File: config.mk
export PLATFORM = sky130hd
export DESIGN_NAME = pipe_stage_hs
export DESIGN_NICKNAME = d
export VERILOG_FILES = /design/src/rtl/pipe_stage_hs.sv
export SDC_FILE = /design/constraint.sdc
export NUM_CORES = 1
export LEC_CHECK = 0
export BUFFER_PORTS_ARGS = -buffer_cell sky130_fd_sc_hd__buf_2
export CELL_PAD_IN_SITES_DETAIL_PLACEMENT = 2
export CELL_PAD_IN_SITES_GLOBAL_PLACEMENT = 2
export CORE_ASPECT_RATIO = 1.75
export CORE_MARGIN = 4
export CORE_UTILIZATION = 35
export CTS_CLUSTER_DIAMETER = 50
export DETAILED_ROUTE_END_ITERATION = 12
export PLACE_DENSITY = 0.88
export SYNTH_ARGS = -nofsm -noshare
export SYNTH_HDL_FRONTEND = slang
export SYNTH_SLANG_ARGS = --single-unit
export TNS_END_PERCENT = 10
File: constraint.sdc
create_clock -name clk -period 3.9 [get_ports clk]
set_clock_uncertainty 0.2 [all_clocks]
set_input_delay 0.195 -clock clk [delete_from_list [all_inputs] [get_ports clk]]
set_output_delay 0.195 -clock clk [all_outputs]
set_load 0.005 [all_outputs]
File: src/rtl/pipe_stage_hs.sv
// Valid/ready pipeline stage with an optional second (skid) entry, flush-to-bubble
// and a saturating count of downstream back-pressure cycles.
module pipe_stage_hs #(
  parameter int unsigned WIDTH = 32,
  parameter int unsigned SKID  = 1,
  parameter int unsigned CNT_W = 16
) (
  input  logic             clk,
  input  logic             rst,
  input  logic             in_valid,
  output logic             in_ready,
  input  logic [WIDTH-1:0] in_data,
  input  logic             flush,
  output logic             out_valid,
  input  logic             out_ready,
  output logic [WIDTH-1:0] out_data,
  output logic [1:0]       occupancy,
  output logic [CNT_W-1:0] stall_cnt
);

  typedef enum logic [1:0] {
    EMPTY = 2'd0,
    ONE   = 2'd1,
    TWO   = 2'd2
  } state_t;

  state_t           state;
  logic [WIDTH-1:0] main_q;
  logic [WIDTH-1:0] skid_q;
  logic [CNT_W-1:0] stall_q;
  logic             in_xfer;
  logic             out_xfer;

  assign out_valid = (state != EMPTY) && !flush;
  assign out_data  = main_q;
  assign occupancy = 2'(state);
  assign stall_cnt = stall_q;
  assign in_xfer   = in_valid && in_ready;
  assign out_xfer  = out_valid && out_ready;

  // The skid variant decouples in_ready from out_ready; the single-entry variant
  // accepts into a full stage only when the held payload leaves the same cycle.
  generate
    if (SKID != 0) begin : g_skid
      assign in_ready = (state != TWO) && !flush && !rst;
    end else begin : g_single
      assign in_ready = ((state == EMPTY) || out_ready) && !flush && !rst;
    end
  endgenerate

  always_ff @(posedge clk) begin
    if (rst) begin
      state   <= EMPTY;
      main_q  <= '0;
      skid_q  <= '0;
      stall_q <= '0;
    end else begin
      if (out_valid && !out_ready && (stall_q != '1)) begin
        stall_q <= stall_q + CNT_W'(1);
      end
      // Flush empties the stage but leaves the data registers as they were.
      if (flush) begin
        state <= EMPTY;
      end else begin
        case (state)
          EMPTY: begin
            if (in_xfer) begin
              state  <= ONE;
              main_q <= in_data;
            end
          end
          ONE: begin
            if (in_xfer && out_xfer) begin
              main_q <= in_data;
            end else if (in_xfer && (SKID != 0)) begin
              state  <= TWO;
              skid_q <= in_data;
            end else if (out_xfer) begin
              state <= EMPTY;
            end
          end
          TWO: begin
            if (out_xfer) begin
              state  <= ONE;
              main_q <= skid_q;
            end
          end
          default: state <= EMPTY;
        endcase
      end
    end
  end

endmodule

* After elaboration in Yosys (flattened, before gate mapping) *
Cells that the tools add are included.

word-level totals
  flip-flop bits (word level) = 82
  input port bits = 37
  output and inout bits = 52
  word-level logic and storage cells = 44

cells by class
  add/sub/neg operators = 1
  equal/unequal tests = 9
  muxes and demuxes = 10
  bitwise gates (word level) = 2
  reductions and logical operators = 18

operator list
  operator                 number
  $mux W32                 3
  $pmux W32 S3             1
  $add A16 B1 Y16 const B  1
  $ne A16 B16 Y1 const B   1
  $mux W2                  5
  $ne A2 B2 Y1 const B     5
  $logic_and A1 B1 Y1      8
  $reduce_and A4 Y1        2
  $pmux W2 S3              1
  $reduce_and A5 Y1        1
  $logic_not A1 Y1         3
  $ne A3 B3 Y1 const B     1
  $reduce_bool A3 Y1       1
  $eq A2 B1 Y1 const B     1
  $eq A2 B2 Y1 const B     1
  $logic_not A2 Y1         1
  $not A1 Y1               2
  $reduce_bool A2 Y1       1
  $reduce_or A2 Y1         1

* Logic depth before layout (Yosys ltp) *
  depth in word-level cells = 7
  gate-level depth with buffers = 7
  gate-level depth less buffers = 5

* Worst setup path before layout *
Ideal clock, no wire load.

  kind = register to register
  start point = reg stall_q[0] (netlist: stall_cnt[0])
  end point = reg stall_q[0] (netlist: stall_cnt[0])
  setup time = 123 ps
  arrival = 1714 ps
  data required time = 3577 ps
  path slack = 1863 ps
  cell stages (with the launch flop) = 6
  path buffers = 0
  clock period less this slack = 2037 ps
  path through = dfxtp_1 -> ha_1 -> nand4_1 -> nor4_1 -> nor3b_1 -> mux2_1

on the way
  longest elaborated chain between the ends = 2
  elaborated cells on any way between the ends = 3
  those cells by class = 1 x add/sub; 1 x eq/ne; 1 x reduce/logical

ends and longest elaborated chain
  item                                                     RTL line  text
  from (decl)                                              30        logic [CNT_W-1:0] stall_q;
  from (signal assigned)                                   59        stall_q <= stall_q + CNT_W'(1);
  branches (longest 2 deep; another with $add A16 B1 Y16)  --

Several ways; the timed one is not identified.
A chain may end at the register's enable or synchronous reset.

* Final worst setup path *
  start point = reg state[1] (netlist: occupancy[1])
  end point = reg main_q[29] (netlist: out_data[29])

on the way
  longest elaborated chain between the ends = 7
  elaborated cells on any way between the ends = 17
  those cells by class = 6 x eq/ne; 1 x mux; 10 x reduce/logical

ends and longest elaborated chain
  item                              RTL line  text
  from (decl)                       27        state_t state;
  from (signal assigned)            53        state <= EMPTY;
  from (signal assigned)            63        state <= EMPTY;
  from (signal assigned)            68        state <= ONE;
  $ne A2 B2 Y1                      45        assign in_ready = (state != TWO) && !flush && !rst;
  $logic_and A1 B1 Y1 (2 in a row)  45
  $logic_and A1 B1 Y1               38        assign in_xfer = in_valid && in_ready;
  $logic_and A1 B1 Y1               73        if (in_xfer && out_xfer) begin
  $ne A2 B2 Y1 (no line)            --
  $reduce_and A5 Y1 (no line)       --
  to (signal assigned)              69        main_q <= in_data;
  to (signal assigned)              74        main_q <= in_data;
  to (signal assigned)              85        main_q <= skid_q;
  to (decl)                         28        logic [WIDTH-1:0] main_q;

Several ways; a longest one is shown, not always the timed one.

==> flow_results.xml <==
<?xml version="1.0" encoding="UTF-8"?>
<metrics>
  <group name="worst_setup_path">
    <metric name="delay_of_the_slowest_cell_on_the_worst_path" unit="ns">0.84</metric>
    <metric name="timing.critical_path.from" unit="">occupancy[1]$_SDFFE_PP0P_</metric>
    <metric name="worst-path-max-fanout" unit="">33</metric>
    <metric name="timing.critical_path.required" unit="ns">3.86</metric>
    <metric name="rr_worst_depth" unit="">5</metric>
    <metric name="critical_path.reg2reg.endpoint" unit="">out_data[29]$_SDFFE_PP0P_</metric>
    <metric name="cp_max_stage_cell" unit="">or2_2</metric>
    <metric name="reg2reg_from" unit="">occupancy[1]$_SDFFE_PP0P_</metric>
    <metric name="critical_path.startpoint_type" unit="">register</metric>
    <metric name="setup.worst_path.end_class" unit="">register</metric>
    <metric name="worstPathArrival" unit="ns">2.91</metric>
    <metric name="ordered_cell_list_for_the_critical_path" unit="">or3b_1 &gt; a211oi_4 &gt; buf_4 &gt; or2_2 &gt; a211oi_2</metric>
    <metric name="timing.setup.critical_path_class" unit="">reg2reg</metric>
    <metric name="reg2reg_slack" unit="ns">0.96</metric>
  </group>
  <group name="timing">
    <metric name="maxSlewHeadroom" unit="%">16.92</metric>
    <metric name="max_slew.worst_pin.slew" unit="ns">1.246</metric>
    <metric name="setup_repair_after_global_routing_missed_its_margin" unit="">false</metric>
    <metric name="post-route-period-util" unit="%">75.50</metric>
    <metric name="setup-tns-final" unit="ns">0</metric>
    <metric name="final-max-slew-violation-count" unit="">0</metric>
    <metric name="worst_slack" unit="ns">0.9554</metric>
    <metric name="hold_violations" unit="">0</metric>
    <metric name="fin_crit" unit="ns">2.945</metric>
    <metric name="fmax" unit="MHz">339.6</metric>
    <metric name="finalSetupViolations" unit="">0</metric>
  </group>
  <group name="place">
    <metric name="dpl.hpwl" unit="µm">8695</metric>
    <metric name="place.port_buffers" unit="">88</metric>
    <metric name="gp_congestion" unit="">0.8024</metric>
    <metric name="place_ws" unit="ns">1.032</metric>
  </group>
  <group name="detailed_routing">
    <metric name="drt_iter0_drc" unit="">185</metric>
    <metric name="detail_route.drc_violations" unit="">0</metric>
    <metric name="drt-vias-per-instance" unit="">5.567</metric>
    <metric name="wire_length_per_cell" unit="µm">20.51</metric>
    <metric name="final_antenna_net_count" unit="">0</metric>
    <metric name="drt_pass1_iterations" unit="">5</metric>
    <metric name="vias" unit="">3624</metric>
    <metric name="drt-total-wl" unit="µm">13350</metric>
  </group>
  <group name="logic_synthesis">
    <metric name="synthCells" unit="">413</metric>
    <metric name="synth_seq_area_share" unit="%">42.90</metric>
    <metric name="synth.top_cell.area_share" unit="%">42.90</metric>
    <metric name="synth_enable_flop_cells" unit="">0</metric>
    <metric name="net_count_synth" unit="">451</metric>
    <metric name="avgSynthCellArea" unit="µm²">9.264</metric>
    <metric name="post_synth_most_frequent_cells" unit="">dfxtp_1 (82), nand2_1 (69), a21oi_1 (38), mux2i_1 (33), nor3_1 (33)</metric>
    <metric name="synthFlopType" unit="">dfxtp_1</metric>
    <metric name="synth-async-reset-ratio" unit="%">0</metric>
    <metric name="ys_warnings" unit="">0</metric>
    <metric name="largest_cells_by_area_after_synthesis" unit="">dfxtp_1 (43%), a211oi_2 (10%), mux2i_1 (8.6%)</metric>
    <metric name="synth.most_common_cell" unit="">dfxtp_1</metric>
    <metric name="synth_top_area_cell" unit="">dfxtp_1</metric>
    <metric name="mappedNetlistArea" unit="µm²">3826</metric>
    <metric name="synth-seq-cells" unit="">82</metric>
    <metric name="post_synth_num_cell_types" unit="">40</metric>
  </group>
  <group name="clock_tree">
    <metric name="maximum_level_of_the_cts_h_tree" unit="">3</metric>
    <metric name="clock_latency_on_the_worst_skew_pair" unit="ns">0.34</metric>
    <metric name="cts_tree" unit="">built</metric>
    <metric name="clock_tree.root_cell" unit="">clkbuf_16</metric>
    <metric name="cts.repair.resized" unit="">0</metric>
    <metric name="cts.sinks" unit="">82</metric>
    <metric name="worst_setup_hold_path_clk_slew" unit="ns">0.06</metric>
    <metric name="clock_tree.buffer_depth" unit="">2</metric>
    <metric name="cts_inserted_buffers" unit="">9</metric>
  </group>
  <group name="die">
    <metric name="dieWidth" unit="µm">87.04</metric>
    <metric name="core_area" unit="µm²">10700</metric>
    <metric name="number_of_primary_i_o_pins" unit="">89</metric>
    <metric name="initial_utilization" unit="%">35.77</metric>
    <metric name="die-height" unit="µm">146.3</metric>
    <metric name="core.rowCount" unit="">50</metric>
    <metric name="die_area" unit="µm²">12730</metric>
  </group>
  <group name="layout">
    <metric name="flow.area_growth_from_synthesis" unit="%">30.41</metric>
    <metric name="drive_gt1_share" unit="%">28.41</metric>
    <metric name="final_net_count" unit="">554</metric>
    <metric name="insertedDiodeCount" unit="">0</metric>
  </group>
  <group name="power_and_ir_drop">
    <metric name="power_leakage" unit="nW">2.136</metric>
    <metric name="ir_worst_vdd" unit="mV">0.2283</metric>
    <metric name="power.density_cell_area" unit="nW/µm²">416.5</metric>
  </group>
  <group name="min_path">
    <metric name="hold_class" unit="">in2reg</metric>
    <metric name="hp-start" unit="">in_valid</metric>
    <metric name="hold_path_end" unit="">occupancy[1]$_SDFFE_PP0P_</metric>
    <metric name="timing.hold.worst_path_depth" unit="">3</metric>
  </group>
  <group name="job">
    <metric name="drv.max_cap_violation_count" unit="">0</metric>
  </group>
  <group name="global_route">
    <metric name="grt_antenna_before_repair" unit="">0</metric>
    <metric name="grt_usage" unit="%">22.01</metric>
    <metric name="overflow" unit="">0</metric>
    <metric name="grt_pass1_vias" unit="">4058</metric>
    <metric name="grt_max_degree" unit="">93</metric>
    <metric name="grt_pass1_wl" unit="µm">21960</metric>
  </group>
  <group name="status">
    <metric name="status" unit="">finished clean</metric>
  </group>
</metrics>
power by group:
group | internal, mW | switching, mW
clock network | 0.625 | 0.353
logic | 0.0999 | 0.115
registers | 0.864 | 0.0205
metal layers:
layer	up-vias	share of wire, %	GRT usage (%)
met3	29	3.4	3.501
li1	1696	-	-
met2	89	54	39.19
met4	0	3.5	10.84
met1	1810	39	24.54
met5	-	0	0
through the flow:
stage               power (mW)  util [%]  hold slack, ns  area [µm²]  std cells
floorplan                1.009         -         0.08654        3826        413
global route             2.161     46.64         0.05923        4990        651
detailed placement       1.091     40.36          0.2529        4318        602
CTS                      2.094     46.64         0.04393        4990        651
finish                   2.078     46.64         0.05233        4990        651
global placement         1.081     40.36          0.2411        4318        602
how the worst max path moves through the flow:
| stage | end | slack, ns | depth (start not counted) |
|---|---|---|---|
| after global routing | out_data[29]$_SDFFE_PP0P_ | 0.80 | 5 |
| after floorplan | stall_cnt[0]$_SDFFE_PP0P_ | 1.86 | 5 |
| after global placement | out_data[27]$_SDFFE_PP0P_ | 1.16 | 5 |
| final | out_data[29]$_SDFFE_PP0P_ | 0.96 | 5 |
| after detailed placement | out_data[11]$_SDFFE_PP0P_ | 1.03 | 5 |
| after CTS | out_data[26]$_SDFFE_PP0P_ | 1.0 | 5 |
timing repair:
| action | CTS | global route |
|---|---|---|
| endpoints found under the hold margin | 33 | 0 |
| setup buffers | 0 | 0 |
| hold buffers | 33 | 0 |
critical path, delay by kind of cell (launching register included):
family | cells | cell delay (ns)
buf+inv | 1 | 0.38
flops | 1 | 0.38
compound gates | 2 | 0.44
simple gates | 2 | 1.35
cells in the final DEF (no fill, tap or decap), types with 3 or more instances in the layout:
cell type       n
nor2_1         12
nand2_1        69
nor2b_1         8
inv_1           3
or4_1           6
buf_4           6
dfxtp_1        82
nor3_1         33
nand2b_1        4
mux2i_1        33
clkbuf_16       9
nor4_1         10
buf_2          87
a211oi_1        3
a21oi_1        38
dlygate4sd3_1  33
mux2_1          8
o31ai_1         5
nand3_1         6
bufinv_16       3
a211oi_2       30
area by class of cell:
cell class	instances	area (µm²)
Fill cell	1158	5708
Clock inverter	7	116.4
Multi-Input combinational cell	294	2022
Timing Repair Buffer	126	810.8
Sequential cell	82	1642
Clock buffer	9	225.2
Tap cell	130	162.7
Inverter	3	11.26
logic make-up after synthesis:
family                   count (synthesis)  share of synthesized area (%)
AO/OA/AOI/OAI                           85                          18.44
adder cells (fa/ha/maj)                  1                         0.3270
buffers and inverters                   37                          4.905
flip-flops                              82                          42.90
multiplexers                            41                          10.99
AND/OR/NAND/NOR                        167                          22.43
registers in the layout, indices dropped and copies added, names as in the netlist:
register	count
occupancy	2
stall_cnt	16
out_data	32
skid_q	32
No activity file was read; power rests on OpenSTA's default activity.
